[config.mk]
export PLATFORM = sky130hd
export DESIGN_NAME = uart_int_ctrl
export DESIGN_NICKNAME = d
export VERILOG_FILES = /design/src/rtl/uart_int_pkg.sv /design/src/rtl/uart_int_flag.sv /design/src/rtl/uart_int_ctrl.sv
export SDC_FILE = /design/constraint.sdc
export NUM_CORES = 1
export LEC_CHECK = 0
export BUFFER_PORTS_ARGS = -buffer_cell sky130_fd_sc_hd__buf_2
export CAP_MARGIN = 20
export CORE_AREA = 2 2 39 41
export CTS_BUF_LIST = sky130_fd_sc_hd__clkbuf_8
export DETAILED_ROUTE_END_ITERATION = 10
export DIE_AREA = 0 0 41 43
export PLACE_DENSITY = 0.54
export SYNTH_ARGS = -nofsm -noshare
export SYNTH_HDL_FRONTEND = slang
export SYNTH_SLANG_ARGS = --single-unit
[constraint.sdc]
create_clock -name clk -period 1.15 [get_ports clk]
set_input_delay 0.115 -clock clk [delete_from_list [all_inputs] [get_ports clk]]
set_output_delay 0.115 -clock clk [all_outputs]
set_load 0.1 [all_outputs]
[src/rtl/uart_int_pkg.sv]
// rtl/uart_int_pkg.sv - IIR codes, IER bit indices and the interrupt priority encoder
// Purpose: shared constants and the priority encode used by uart_int_ctrl.
// Ports: none (package).
package uart_int_pkg;

  localparam logic [3:0] IIR_NONE = 4'b0001;
  localparam logic [3:0] IIR_LS   = 4'b0110;
  localparam logic [3:0] IIR_RDA  = 4'b0100;
  localparam logic [3:0] IIR_CTI  = 4'b1100;
  localparam logic [3:0] IIR_THRE = 4'b0010;
  localparam logic [3:0] IIR_MS   = 4'b0000;

  localparam int IER_RDA  = 0;
  localparam int IER_THRE = 1;
  localparam int IER_LS   = 2;
  localparam int IER_MS   = 3;

  typedef struct packed {
    logic ls;
    logic rda;
    logic cti;
    logic thre;
    logic ms;
  } int_flags_t;

  // Highest-priority enabled source wins; CTI shares the RDA enable bit.
  function automatic logic [3:0] iir_encode(input int_flags_t f, input logic [3:0] ier);
    if (f.ls && ier[IER_LS])              return IIR_LS;
    else if (f.rda && ier[IER_RDA])       return IIR_RDA;
    else if (f.cti && ier[IER_RDA])       return IIR_CTI;
    else if (f.thre && ier[IER_THRE])     return IIR_THRE;
    else if (f.ms && ier[IER_MS])         return IIR_MS;
    else                                  return IIR_NONE;
  endfunction

endpackage

[src/rtl/uart_int_flag.sv]
// rtl/uart_int_flag.sv - set-dominant sticky interrupt flag
// Purpose: one interrupt-pending bit; set beats clear when both arrive together.
// Ports: clk, rst_n (sync, active-low), set, clr (strobes), q (flag state).
module uart_int_flag (
  input  logic clk,
  input  logic rst_n,
  input  logic set,
  input  logic clr,
  output logic q
);

  always_ff @(posedge clk) begin
    if (!rst_n)   q <= 1'b0;
    else if (set) q <= 1'b1;
    else if (clr) q <= 1'b0;
  end

endmodule

[src/rtl/uart_int_ctrl.sv]
// rtl/uart_int_ctrl.sv - UART interrupt flag tracking, priority encode and IIR/IRQ generation
// Purpose: latches UART interrupt events, masks them with IER and reports the
//   highest-priority pending source on a registered IIR and IRQ.
// Ports: clk, rst_n (sync, active-low); ier[3:0] + ier_wr (enable write);
//   rx_ready, thr_empty (levels); rx_timeout, lsr_err, msr_delta (event pulses);
//   rd_iir, rd_rbr, rd_lsr, rd_msr, wr_thr (host access strobes);
//   iir[3:0] (bit0=1 none pending, [3:1] source ID), irq (active-high request).
module uart_int_ctrl
  import uart_int_pkg::*;
(
  input  logic       clk,
  input  logic       rst_n,
  input  logic [3:0] ier,
  input  logic       ier_wr,
  input  logic       rx_ready,
  input  logic       rx_timeout,
  input  logic       lsr_err,
  input  logic       thr_empty,
  input  logic       msr_delta,
  input  logic       rd_iir,
  input  logic       rd_rbr,
  input  logic       rd_lsr,
  input  logic       rd_msr,
  input  logic       wr_thr,
  output logic [3:0] iir,
  output logic       irq
);

  logic       ls_f, cti_f, thre_f, ms_f, rda_f;
  logic       thr_empty_q;
  logic       thre_set, thre_clr;
  int_flags_t flags;
  logic [3:0] code;

  // Edge register resets to 1 so an already-empty THR out of reset is not an event.
  always_ff @(posedge clk) begin
    if (!rst_n) begin
      thr_empty_q <= 1'b1;
      rda_f       <= 1'b0;
    end else begin
      thr_empty_q <= thr_empty;
      rda_f       <= rx_ready;
    end
  end

  // Enabling THRE while the THR is already empty raises the interrupt immediately.
  assign thre_set = (thr_empty && !thr_empty_q) || (ier_wr && ier[IER_THRE] && thr_empty);
  // Reading IIR acknowledges THRE only when THRE is what IIR is currently reporting.
  assign thre_clr = wr_thr || (rd_iir && (iir == IIR_THRE));

  uart_int_flag u_ls_flag   (.clk(clk), .rst_n(rst_n), .set(lsr_err),    .clr(rd_lsr),   .q(ls_f));
  uart_int_flag u_cti_flag  (.clk(clk), .rst_n(rst_n), .set(rx_timeout), .clr(rd_rbr),   .q(cti_f));
  uart_int_flag u_thre_flag (.clk(clk), .rst_n(rst_n), .set(thre_set),   .clr(thre_clr), .q(thre_f));
  uart_int_flag u_ms_flag   (.clk(clk), .rst_n(rst_n), .set(msr_delta),  .clr(rd_msr),   .q(ms_f));

  always_comb begin
    flags      = '0;
    flags.ls   = ls_f;
    flags.rda  = rda_f;
    flags.cti  = cti_f;
    flags.thre = thre_f;
    flags.ms   = ms_f;
    code       = iir_encode(flags, ier);
  end

  always_ff @(posedge clk) begin
    if (!rst_n) begin
      iir <= IIR_NONE;
      irq <= 1'b0;
    end else begin
      iir <= code;
      irq <= ~code[0];
    end
  end

endmodule
==> metrics.log, run 1 <==
INFO  metric cts-root-buf = sky130_fd_sc_hd__clkbuf_8
INFO  metric clock_sinks = 11
INFO  metric synth-seq-cells = 11
INFO  metric setup_ws = 95.7 ps
INFO  metric track_usage = 11.3%
INFO  metric fp.coreArea = 1380 um^2
INFO  metric finish.net_count = 82
INFO  metric timing.max_slew.rel_slack = 68.1%
INFO  metric worstSkewPairLatency = 230 ps
INFO  metric areaGrowthSynthToFinish = 64.4%
INFO  metric cpMaxStageDelayCell = sky130_fd_sc_hd__buf_2
INFO  metric detailedPlacementHpwl = 596 um
INFO  metric vias = 341
INFO  metric drtIter0Drc = 1
INFO  metric synth-seq-area-share = 59.1%
INFO  metric power.leakage = 0.289 nW
INFO  metric cts.hold.buffers_added = 0
INFO  metric num_rows = 14
INFO  metric die_area = 1760 um^2
INFO  metric setup-violations-final = 0
INFO  metric die_width = 41 um
INFO  metric depth_of_the_cts_h_tree = 1
INFO  metric worst-endpoint-arrival = 940 ps
INFO  metric post_synth.cell_area_avg = 9.56 um^2
INFO  metric cts_setup_buffers = 0
INFO  metric postSynthNetCount = 56
INFO  metric floorplan.initialDensity = 26.9%
INFO  metric grt_antenna_before_repair = 0
INFO  metric tritoncts.num_buffers = 3
INFO  metric synth_cells = 39
INFO  metric layout-drive-gt1-share = 45.3%
INFO  metric diodes = 0
INFO  metric worstPathRequired = 1030 ps
INFO  metric maxSlewViolCount = 0
INFO  metric drc = 0
INFO  metric grt_pass1_vias = 329
INFO  metric maxClockFrequency = 948 MHz
INFO  metric final.setup.tns = 0 ps
INFO  metric clock_tree.buffer_depth = 2
INFO  metric worst_slew_pin_slew = 482 ps
INFO  metric grt_setup_unrepaired = no
INFO  metric placed_cell_area = 568 um^2
INFO  metric pre_cts_slack = 155 ps
INFO  metric cp-start-kind = register
INFO  metric run_status = finished, final reports clean
INFO  metric synth_cell_types = 15
INFO  metric cap_viol_max_count = 0
INFO  metric final.min_clock_period = 1050 ps
INFO  metric vias_per_cell = 4.26
INFO  metric cts_tree = done
INFO  metric cts_resized = 0
INFO  metric path_max_fanout = 1
INFO  metric stdcell_area = 613 um^2
INFO  metric vdd.ir_drop.worst = 817 uV
INFO  metric setup.worst_path.end_class = output pin
INFO  metric timing_worst_setup_path_type = reg -> out
INFO  metric clk_pin_slew_worst_paths = 50 ps
INFO  metric finClkSkew = 3.49 ps
INFO  metric power.density = 1580 nW/um^2
INFO  metric ys_warns = 0
INFO  metric post_synth_instance_area = 373 um^2
INFO  metric hold-worst-slack = 64.6 ps
INFO  metric die_h = 43 um
INFO  metric port_buffers = 21
INFO  metric cpLargestDelayFamily = buffers and inverters
INFO  metric timing.critical_path.buf_inv = 1
INFO  metric grt-ovfl-total = 0
INFO  metric boundaryPins = 22
INFO  metric routedWlPerCell = 9.00 um
INFO  metric drt_wirelength = 720 um
INFO  metric drt_pass_1_iters = 3
INFO  metric maximum_number_of_pins_on_one_net_before_global_route_repair = 7
INFO  metric cp_cell_sequence = buf_2
INFO  metric min_period_over_period = 91.7%
INFO  metric min-delay-path-class = in -> reg
INFO  metric antenna_violating_nets_post_route = 0
INFO  metric routabilityCongestion = 0.684
INFO  metric grt_first_pass_wirelength = 1.26 mm
INFO  metric max_stage_delay = 410 ps
INFO  metric final-hold-violation-count = 0
## sequential cells by signal (all words and copies together) (netlist names)
name           flops
iir                4
irq                1
rda_f              1
thr_empty_q        1
u_cti_flag.q       1
u_ls_flag.q        1
u_ms_flag.q        1
u_thre_flag.q      1
## cell usage after synthesis
| master | n | area, um^2 |
|---|---|---|
| sky130_fd_sc_hd__nand4b_1 | 1 | 8.76 |
| sky130_fd_sc_hd__a31oi_1 | 1 | 6.26 |
| sky130_fd_sc_hd__nand3b_1 | 1 | 7.51 |
| sky130_fd_sc_hd__inv_1 | 5 | 18.8 |
| sky130_fd_sc_hd__nand2_1 | 3 | 11.3 |
| sky130_fd_sc_hd__nor4b_2 | 1 | 15.0 |
| sky130_fd_sc_hd__a21oi_1 | 7 | 35.0 |
| sky130_fd_sc_hd__nor2_1 | 3 | 11.3 |
| sky130_fd_sc_hd__nand3_1 | 1 | 5.00 |
| sky130_fd_sc_hd__dfxtp_1 | 11 | 220 |
| sky130_fd_sc_hd__nand2b_1 | 1 | 6.26 |
| sky130_fd_sc_hd__and2_1 | 1 | 6.26 |
| sky130_fd_sc_hd__a31o_1 | 1 | 8.76 |
| sky130_fd_sc_hd__o21ai_1 | 1 | 5.00 |
| sky130_fd_sc_hd__a22oi_1 | 1 | 7.51 |
## routing by layer
metal,vias to the layer above,share of wire [%],routed length (um),GRT usage [%]
li1,182,-,-,-
met1,146,40,290,10.7
met2,11,52,372,17.2
met4,0,2.2,16,10.0
met5,-,0,0,0
met3,2,5.6,40,4.71
## final timing paths
kind,start,end,slack [ps],cells after the start
hold / removal,ier[2],iir[3],60,2
setup reg to reg,iir[0],u_thre_flag.q,170,3
setup / recovery,irq,irq,100,1
hold reg to reg,u_ls_flag.q,iir[3],450,1
## layout by cell type, fill, tap and decap left out
cell type,count
sky130_fd_sc_hd__a21oi_1,7
sky130_fd_sc_hd__nor4b_2,1
sky130_fd_sc_hd__a22oi_1,1
sky130_fd_sc_hd__clkbuf_8,3
sky130_fd_sc_hd__dfxtp_4,2
sky130_fd_sc_hd__nand3b_1,1
sky130_fd_sc_hd__buf_2,17
sky130_fd_sc_hd__dfxtp_2,2
sky130_fd_sc_hd__nand4b_1,1
sky130_fd_sc_hd__a31o_1,1
sky130_fd_sc_hd__and2_1,1
sky130_fd_sc_hd__o21ai_1,1
sky130_fd_sc_hd__nor2_1,3
sky130_fd_sc_hd__dfxtp_1,7
sky130_fd_sc_hd__a31oi_1,1
sky130_fd_sc_hd__inv_1,6
sky130_fd_sc_hd__nand2b_1,1
sky130_fd_sc_hd__buf_12,4
sky130_fd_sc_hd__nand2_1,3
sky130_fd_sc_hd__nand3_1,1
## logic make-up (layout without fill, tap and decap cells)
group                  after synthesis  in the layout  share of synthesized area [%]
AOI/OAI and AO/OA                   11             11                           16.8
buffers and inverters                5             30                           5.03
DFF                                 11             11                           59.1
and+or+nand+nor                     12             12                           19.1
## through the flow
stage                     utilization [%]  total power [mW]  cells
after floorplan                         -             0.535     39
after global placement               41.0             0.611     76
after detailed placement             41.0             0.612     76
after CTS                            44.3             0.979     80
after global routing                 44.3              1.02     80
final                                44.3             0.968     80
## power breakdown
group | total (mW) | internal (mW) | switching (mW) | leakage (nW)
logic | 0.180 | 0.0676 | 0.112 | 0.169
registers | 0.423 | 0.406 | 0.0167 | 0.0929
clock network | 0.366 | 0.233 | 0.133 | 0.0269
## area by class of cell
type | count | area [um^2]
sequential | 11 | 230
inverter | 5 | 18.8
timing repair buffer | 21 | 165
clock buffer | 3 | 41.3
clock inverter | 1 | 3.75
tap | 16 | 20.0
fill | 139 | 771
multi-input combinational | 23 | 134
Note: power is estimated with default switching activity, not from simulation.
==> run 2, diff against run 1 <==
GPL_TIMING_DRIVEN = 0   (was not set)
PLACE_DENSITY = 0.58   (was 0.54)
SYNTH_HIERARCHICAL = 1   (was not set)
==> metrics.log, run 2 <==
INFO  metric largest_register_ff_count = 4
INFO  metric vias = 356
INFO  metric timing_worst_setup_path_type = reg -> out
INFO  metric drc = 0
INFO  metric power.density = 1550 nW/um^2
INFO  metric clk_pin_slew_worst_paths = 50 ps
INFO  metric worst-endpoint-arrival = 990 ps
INFO  metric depth_of_the_cts_h_tree = 1
INFO  metric area_share_of_the_largest_cell_type_after_synthesis = 50.9%
INFO  metric drt_pass_1_iters = 4
INFO  metric maxClockFrequency = 903 MHz
INFO  metric layout.cells.most_common_list = 21 x sky130_fd_sc_hd__buf_2, 7 x sky130_fd_sc_hd__dfxtp_1, 4 x sky130_fd_sc_hd__nor2b_4, 4 x sky130_fd_sc_hd__o21a_1
INFO  metric grt_first_pass_wirelength = 1.25 mm
INFO  metric yosys-top-cells-count = 11 x sky130_fd_sc_hd__dfxtp_1, 4 x sky130_fd_sc_hd__nor2b_4, 4 x sky130_fd_sc_hd__o21a_1, 3 x sky130_fd_sc_hd__nand2_1
INFO  metric synth-edff-count = 0
INFO  metric tritoncts.num_buffers = 3
INFO  metric postSynthNetCount = 54
INFO  metric synth_top_cells_by_area = sky130_fd_sc_hd__dfxtp_1 51%, sky130_fd_sc_hd__nor2b_4 13%, sky130_fd_sc_hd__o21a_1 6.9%
INFO  metric worstSkewPairLatency = 230 ps
INFO  metric most_frequent_cell_after_synthesis = sky130_fd_sc_hd__dfxtp_1
INFO  metric grt_pass1_vias = 318
INFO  metric grt_setup_unrepaired = no
INFO  metric maxSlewViolCount = 0
INFO  metric synth_xor_area_share = 0%
INFO  metric cpMaxStageDelayCell = sky130_fd_sc_hd__buf_2
INFO  metric synth-seq-cells = 11
INFO  metric timing.max_slew.rel_slack = 67.8%
INFO  metric detailedPlacementHpwl = 617 um
INFO  metric yosysTopAreaCell = sky130_fd_sc_hd__dfxtp_1
INFO  metric ys_warns = 6
INFO  metric track_usage = 11.8%
INFO  metric max_stage_delay = 420 ps
INFO  metric final-hold-violation-count = 0
INFO  metric synth_fa_ha_area_share = 0%
INFO  metric timing.critical_path.buf_inv = 1
INFO  metric vdd.ir_drop.worst = 552 uV
INFO  metric worstPathRequired = 1030 ps
INFO  metric port_buffers = 21
INFO  metric cap_viol_max_count = 0
INFO  metric synth_cell_types = 19
INFO  metric async_reset_ff_share = 0%
INFO  metric n_fill_cell = 148
INFO  metric path_max_fanout = 2
INFO  metric power.leakage = 0.281 nW
INFO  metric worst_slew_pin_slew = 486 ps
INFO  metric cts_setup_buffers = 0
INFO  metric final_common_cell = sky130_fd_sc_hd__buf_2
INFO  metric floorplan.initialDensity = 31.3%
INFO  metric cts_tree = done
INFO  metric setup.worst_path.end_class = output pin
INFO  metric final_core_util = 44.9%
INFO  metric min_period_over_period = 96.3%
INFO  metric cts_resized = 0
INFO  metric setup-violations-final = 0
INFO  metric synth-seq-area-share = 50.9%
INFO  metric cp-start-kind = register
INFO  metric cp_cell_sequence = buf_2
INFO  metric sequential_cell_area = 233 um^2
INFO  metric cts-root-buf = sky130_fd_sc_hd__clkbuf_8
INFO  metric antenna_violating_nets_post_route = 0
INFO  metric clock_sinks = 11
INFO  metric post_synth_instance_area = 433 um^2
INFO  metric post_synth.cell_area_avg = 11.7 um^2
INFO  metric maximum_number_of_pins_on_one_net_before_global_route_repair = 9
INFO  metric grt_antenna_before_repair = 0
INFO  metric areaGrowthSynthToFinish = 43.6%
INFO  metric synth-simple-area-share = 24.3%
INFO  metric drt_wirelength = 770 um
INFO  metric main_combinational_cell_family_by_area_after_synthesis = simple AND/OR/NAND/NOR gates
INFO  metric synth_cells = 37
INFO  metric ys.flop_type = sky130_fd_sc_hd__dfxtp_1
INFO  metric synth-compound-area-share = 24.0%
INFO  metric run_status = finished, final reports clean
INFO  metric synth_mux_area_share = 0%
INFO  metric routabilityCongestion = 0.635
INFO  metric routedWlPerCell = 9.87 um
INFO  metric cts.hold.buffers_added = 0
INFO  metric finClkSkew = 0.578 ps
INFO  metric final.setup.tns = 0 ps
INFO  metric final.min_clock_period = 1110 ps
INFO  metric layout-drive-gt1-share = 59.7%
INFO  metric diodes = 0
INFO  metric boundaryPins = 22
INFO  metric registers.top_by_ff_count = iir
INFO  metric cpLargestDelayFamily = buffers and inverters
INFO  metric vias_per_cell = 4.56
INFO  metric min-delay-path-class = in -> reg
INFO  metric grt-ovfl-total = 0
INFO  metric drtIter0Drc = 8
INFO  metric multi_input_comb_area = 215 um^2
INFO  metric finish.net_count = 80
INFO  metric fp.coreArea = 1380 um^2
INFO  metric clock_tree.buffer_depth = 2
INFO  metric num_rows = 14
INFO  metric die_width = 41 um
INFO  metric die_area = 1760 um^2
INFO  metric die_h = 43 um
-- run 2: cell count changes in the layout (fill, tap and decap cells not counted), moves of 4 or more --
cell | previous run | this run
sky130_fd_sc_hd__o21a_1 | 0 | 4
sky130_fd_sc_hd__buf_2 | 17 | 21
sky130_fd_sc_hd__buf_12 | 4 | 0
sky130_fd_sc_hd__nor2b_4 | 0 | 4
sky130_fd_sc_hd__a21oi_1 | 7 | 1
sky130_fd_sc_hd__inv_1 | 6 | 2
-- run 2: stage by stage --
stage	setup WS, ps	hold WS (ps)	cells	total power, mW	instance area, um^2
after floorplan	-70.4	188	37	0.552	452
after global placement	62.9	311	74	0.601	577
after detailed placement	44.3	313	74	0.604	577
after CTS	30.9	68.4	78	0.982	622
after global routing	8.60	74.0	78	1.03	622
final	42.9	73.1	78	0.965	622
-- run 2: final timing paths --
check	startpoint	to	slack [ps]	depth (start not counted)
max	iir[0]	iir[0]	40	1
min	thr_empty	thr_empty_q	70	2
max reg2reg	iir[0]	u_thre_flag/q	60	4
min reg2reg	u_thre_flag/q	iir[1]	500	2
-- run 2: power breakdown --
| part | switching [mW] | internal (mW) | total [mW] |
|---|---|---|---|
| combinational | 0.118 | 0.0601 | 0.178 |
| sequential | 0.0131 | 0.404 | 0.417 |
| clock | 0.137 | 0.234 | 0.370 |
-- run 2: final cells by class --
cell class | instances | area share [%]
Clock buffer | 3 | 6.64
Clock inverter | 1 | 0.604
Inverter | 1 | 0.604
Multi-Input combinational cell | 25 | 34.6
Sequential cell | 11 | 37.4
Tap cell | 16 | 3.22
Timing Repair Buffer | 21 | 16.9
-- run 2: cells by family after synthesis --
kind of cell | count (synthesis)
flops | 11
simple gates | 12
compound gates | 13
buf+inv | 1
-- run 2: routing by layer --
layer | GRT usage [%] | routed length [um] | vias up
met3 | 7.85 | 53 | 2
li1 | - | - | 183
met4 | 10.0 | 14 | 0
met1 | 11.7 | 322 | 155
met5 | 0 | 0 | -
met2 | 15.9 | 379 | 16
==> run 3, diff against run 2 <==
REMOVE_ABC_BUFFERS = 1   (was not set)
==> metrics.log, run 3 (synthesis results as in run 2) <==
INFO  metric vias = 354
INFO  metric timing_worst_setup_path_type = reg -> out
INFO  metric vias_per_cell = 4.54
INFO  metric cp_cell_sequence = buf_2
INFO  metric layout.cells.most_common_list = 19 x sky130_fd_sc_hd__buf_2, 10 x sky130_fd_sc_hd__dfxtp_1, 4 x sky130_fd_sc_hd__nor2b_4, 4 x sky130_fd_sc_hd__o21a_1
INFO  metric min_period_over_period = 97.5%
INFO  metric cap_viol_max_count = 0
INFO  metric grt_setup_unrepaired = yes
INFO  metric cpMaxStageDelayCell = sky130_fd_sc_hd__buf_2
INFO  metric worstPathRequired = 1030 ps
INFO  metric fp.coreArea = 1380 um^2
INFO  metric maxClockFrequency = 892 MHz
INFO  metric placed_cell_area = 558 um^2
INFO  metric top_layer_used = met4
INFO  metric power.leakage = 0.278 nW
INFO  metric maxSlewViolCount = 0
INFO  metric layout-drive-gt1-share = 54.8%
INFO  metric cts.hold.buffers_added = 0
INFO  metric max_stage_delay = 430 ps
INFO  metric areaGrowthSynthToFinish = 44.2%
INFO  metric vdd.ir_drop.worst = 642 uV
INFO  metric depth_of_the_cts_h_tree = 1
INFO  metric die_h = 43 um
INFO  metric clock_sinks = 11
INFO  metric cts-root-buf = sky130_fd_sc_hd__clkbuf_8
INFO  metric tritoncts.num_buffers = 3
INFO  metric timing.max_slew.rel_slack = 67.9%
INFO  metric clock_tree.buffer_depth = 2
INFO  metric routed-wl-met2 = 406 um
INFO  metric worstSkewPairLatency = 230 ps
INFO  metric routabilityCongestion = 0.655
INFO  metric diodes = 0
INFO  metric post-layout-total-power = 976 uW
INFO  metric worst-endpoint-arrival = 1010 ps
INFO  metric min-delay-path-class = in -> reg
INFO  metric grt-ovfl-total = 0
INFO  metric final-hold-violation-count = 0
INFO  metric floorplan.initialDensity = 31.3%
INFO  metric final_common_cell = sky130_fd_sc_hd__buf_2
INFO  metric worst_slew_pin_slew = 484 ps
INFO  metric drc = 0
INFO  metric routedWlPerCell = 10.2 um
INFO  metric largest_register_ff_count = 4
INFO  metric power.density = 1560 nW/um^2
INFO  metric num_rows = 14
INFO  metric grt_first_pass_wirelength = 1.20 mm
INFO  metric setup-violations-final = 0
INFO  metric finish.net_count = 80
INFO  metric setup.worst_path.end_class = output pin
INFO  metric clk_pin_slew_worst_paths = 50 ps
INFO  metric stdcell_area = 624 um^2
INFO  metric die_area = 1760 um^2
INFO  metric m1WireLength = 324 um
INFO  metric antenna_violating_nets_post_route = 0
INFO  metric final.min_clock_period = 1120 ps
INFO  metric registers.top_by_ff_count = iir
INFO  metric grt_pass1_vias = 314
INFO  metric grt_antenna_before_repair = 0
INFO  metric final_core_util = 45.1%
INFO  metric maximum_number_of_pins_on_one_net_before_global_route_repair = 9
INFO  metric boundaryPins = 22
INFO  metric detailedPlacementHpwl = 603 um
INFO  metric timing.critical_path.buf_inv = 1
INFO  metric die_width = 41 um
INFO  metric cts_tree = done
INFO  metric n_fill_cell = 148
INFO  metric finClkSkew = 1.79 ps
INFO  metric track_usage = 10.9%
INFO  metric drtIter0Drc = 0
INFO  metric route.met3.wl = 57 um
INFO  metric run_status = finished, final reports clean
INFO  metric cp-start-kind = register
INFO  metric port_buffers = 21
INFO  metric drt_pass_1_iters = 1
INFO  metric drt_wirelength = 793 um
INFO  metric path_max_fanout = 2
INFO  metric cpLargestDelayFamily = buffers and inverters
run 3: changes by cell type in the layout (fill, tap and decap cells not counted):
cell	change
sky130_fd_sc_hd__dfxtp_4	-3
sky130_fd_sc_hd__nor4b_4	+1
sky130_fd_sc_hd__clkbuf_4	+2
sky130_fd_sc_hd__buf_2	-2
sky130_fd_sc_hd__nor4b_2	-1
sky130_fd_sc_hd__dfxtp_1	+3
run 3: layout make-up:
type	count	area [um^2]	area share [%]
Clock buffer	3	41.3	6.61
Clock inverter	1	3.75	0.601
Timing Repair Buffer	21	110	17.6
Multi-Input combinational cell	25	224	35.9
Tap cell	16	20.0	3.21
Sequential cell	11	221	35.5
Inverter	1	3.75	0.601
run 3: final timing paths:
kind                                    start            end  slack (ps)  cells past startpoint
worst max-delay path                   iir[0]         iir[0]          30                      1
worst min-delay path                thr_empty    thr_empty_q          80                      2
worst min register to register  u_thre_flag/q         iir[1]         520                      2
worst max register to register         iir[0]  u_thre_flag/q          60                      4
run 3: per-stage QoR:
step	TNS, ps	hold WS, ps	instances	setup slack (ps)
3_5_place_dp	-19.0	321	74	-19.0
3_3_place_gp	0	311	74	8.50
2_1_floorplan	-558	188	37	-558
6_report	0	76.1	78	28.5
4_1_cts	0	74.4	78	22.0
5_1_grt	-11.0	90.4	78	-8.97
run 3: timing repair:
item,in CTS,in global routing
gates cloned,0,0
resized for setup,1,4
pin swaps,0,1
endpoints found under the setup margin,1,4
setup buffers,0,0
run 3: power by group:
group | total (mW) | switching, mW | internal [mW]
Clock | 0.374 | 0.140 | 0.234
Sequential | 0.422 | 0.0151 | 0.407
Combinational | 0.181 | 0.118 | 0.0625
run 3: layer usage:
metal,global-route usage [%],up-vias
li1,-,181
met1,13.3,156
met2,14.4,15
met3,3.14,2
met4,10.0,0
met5,0,-
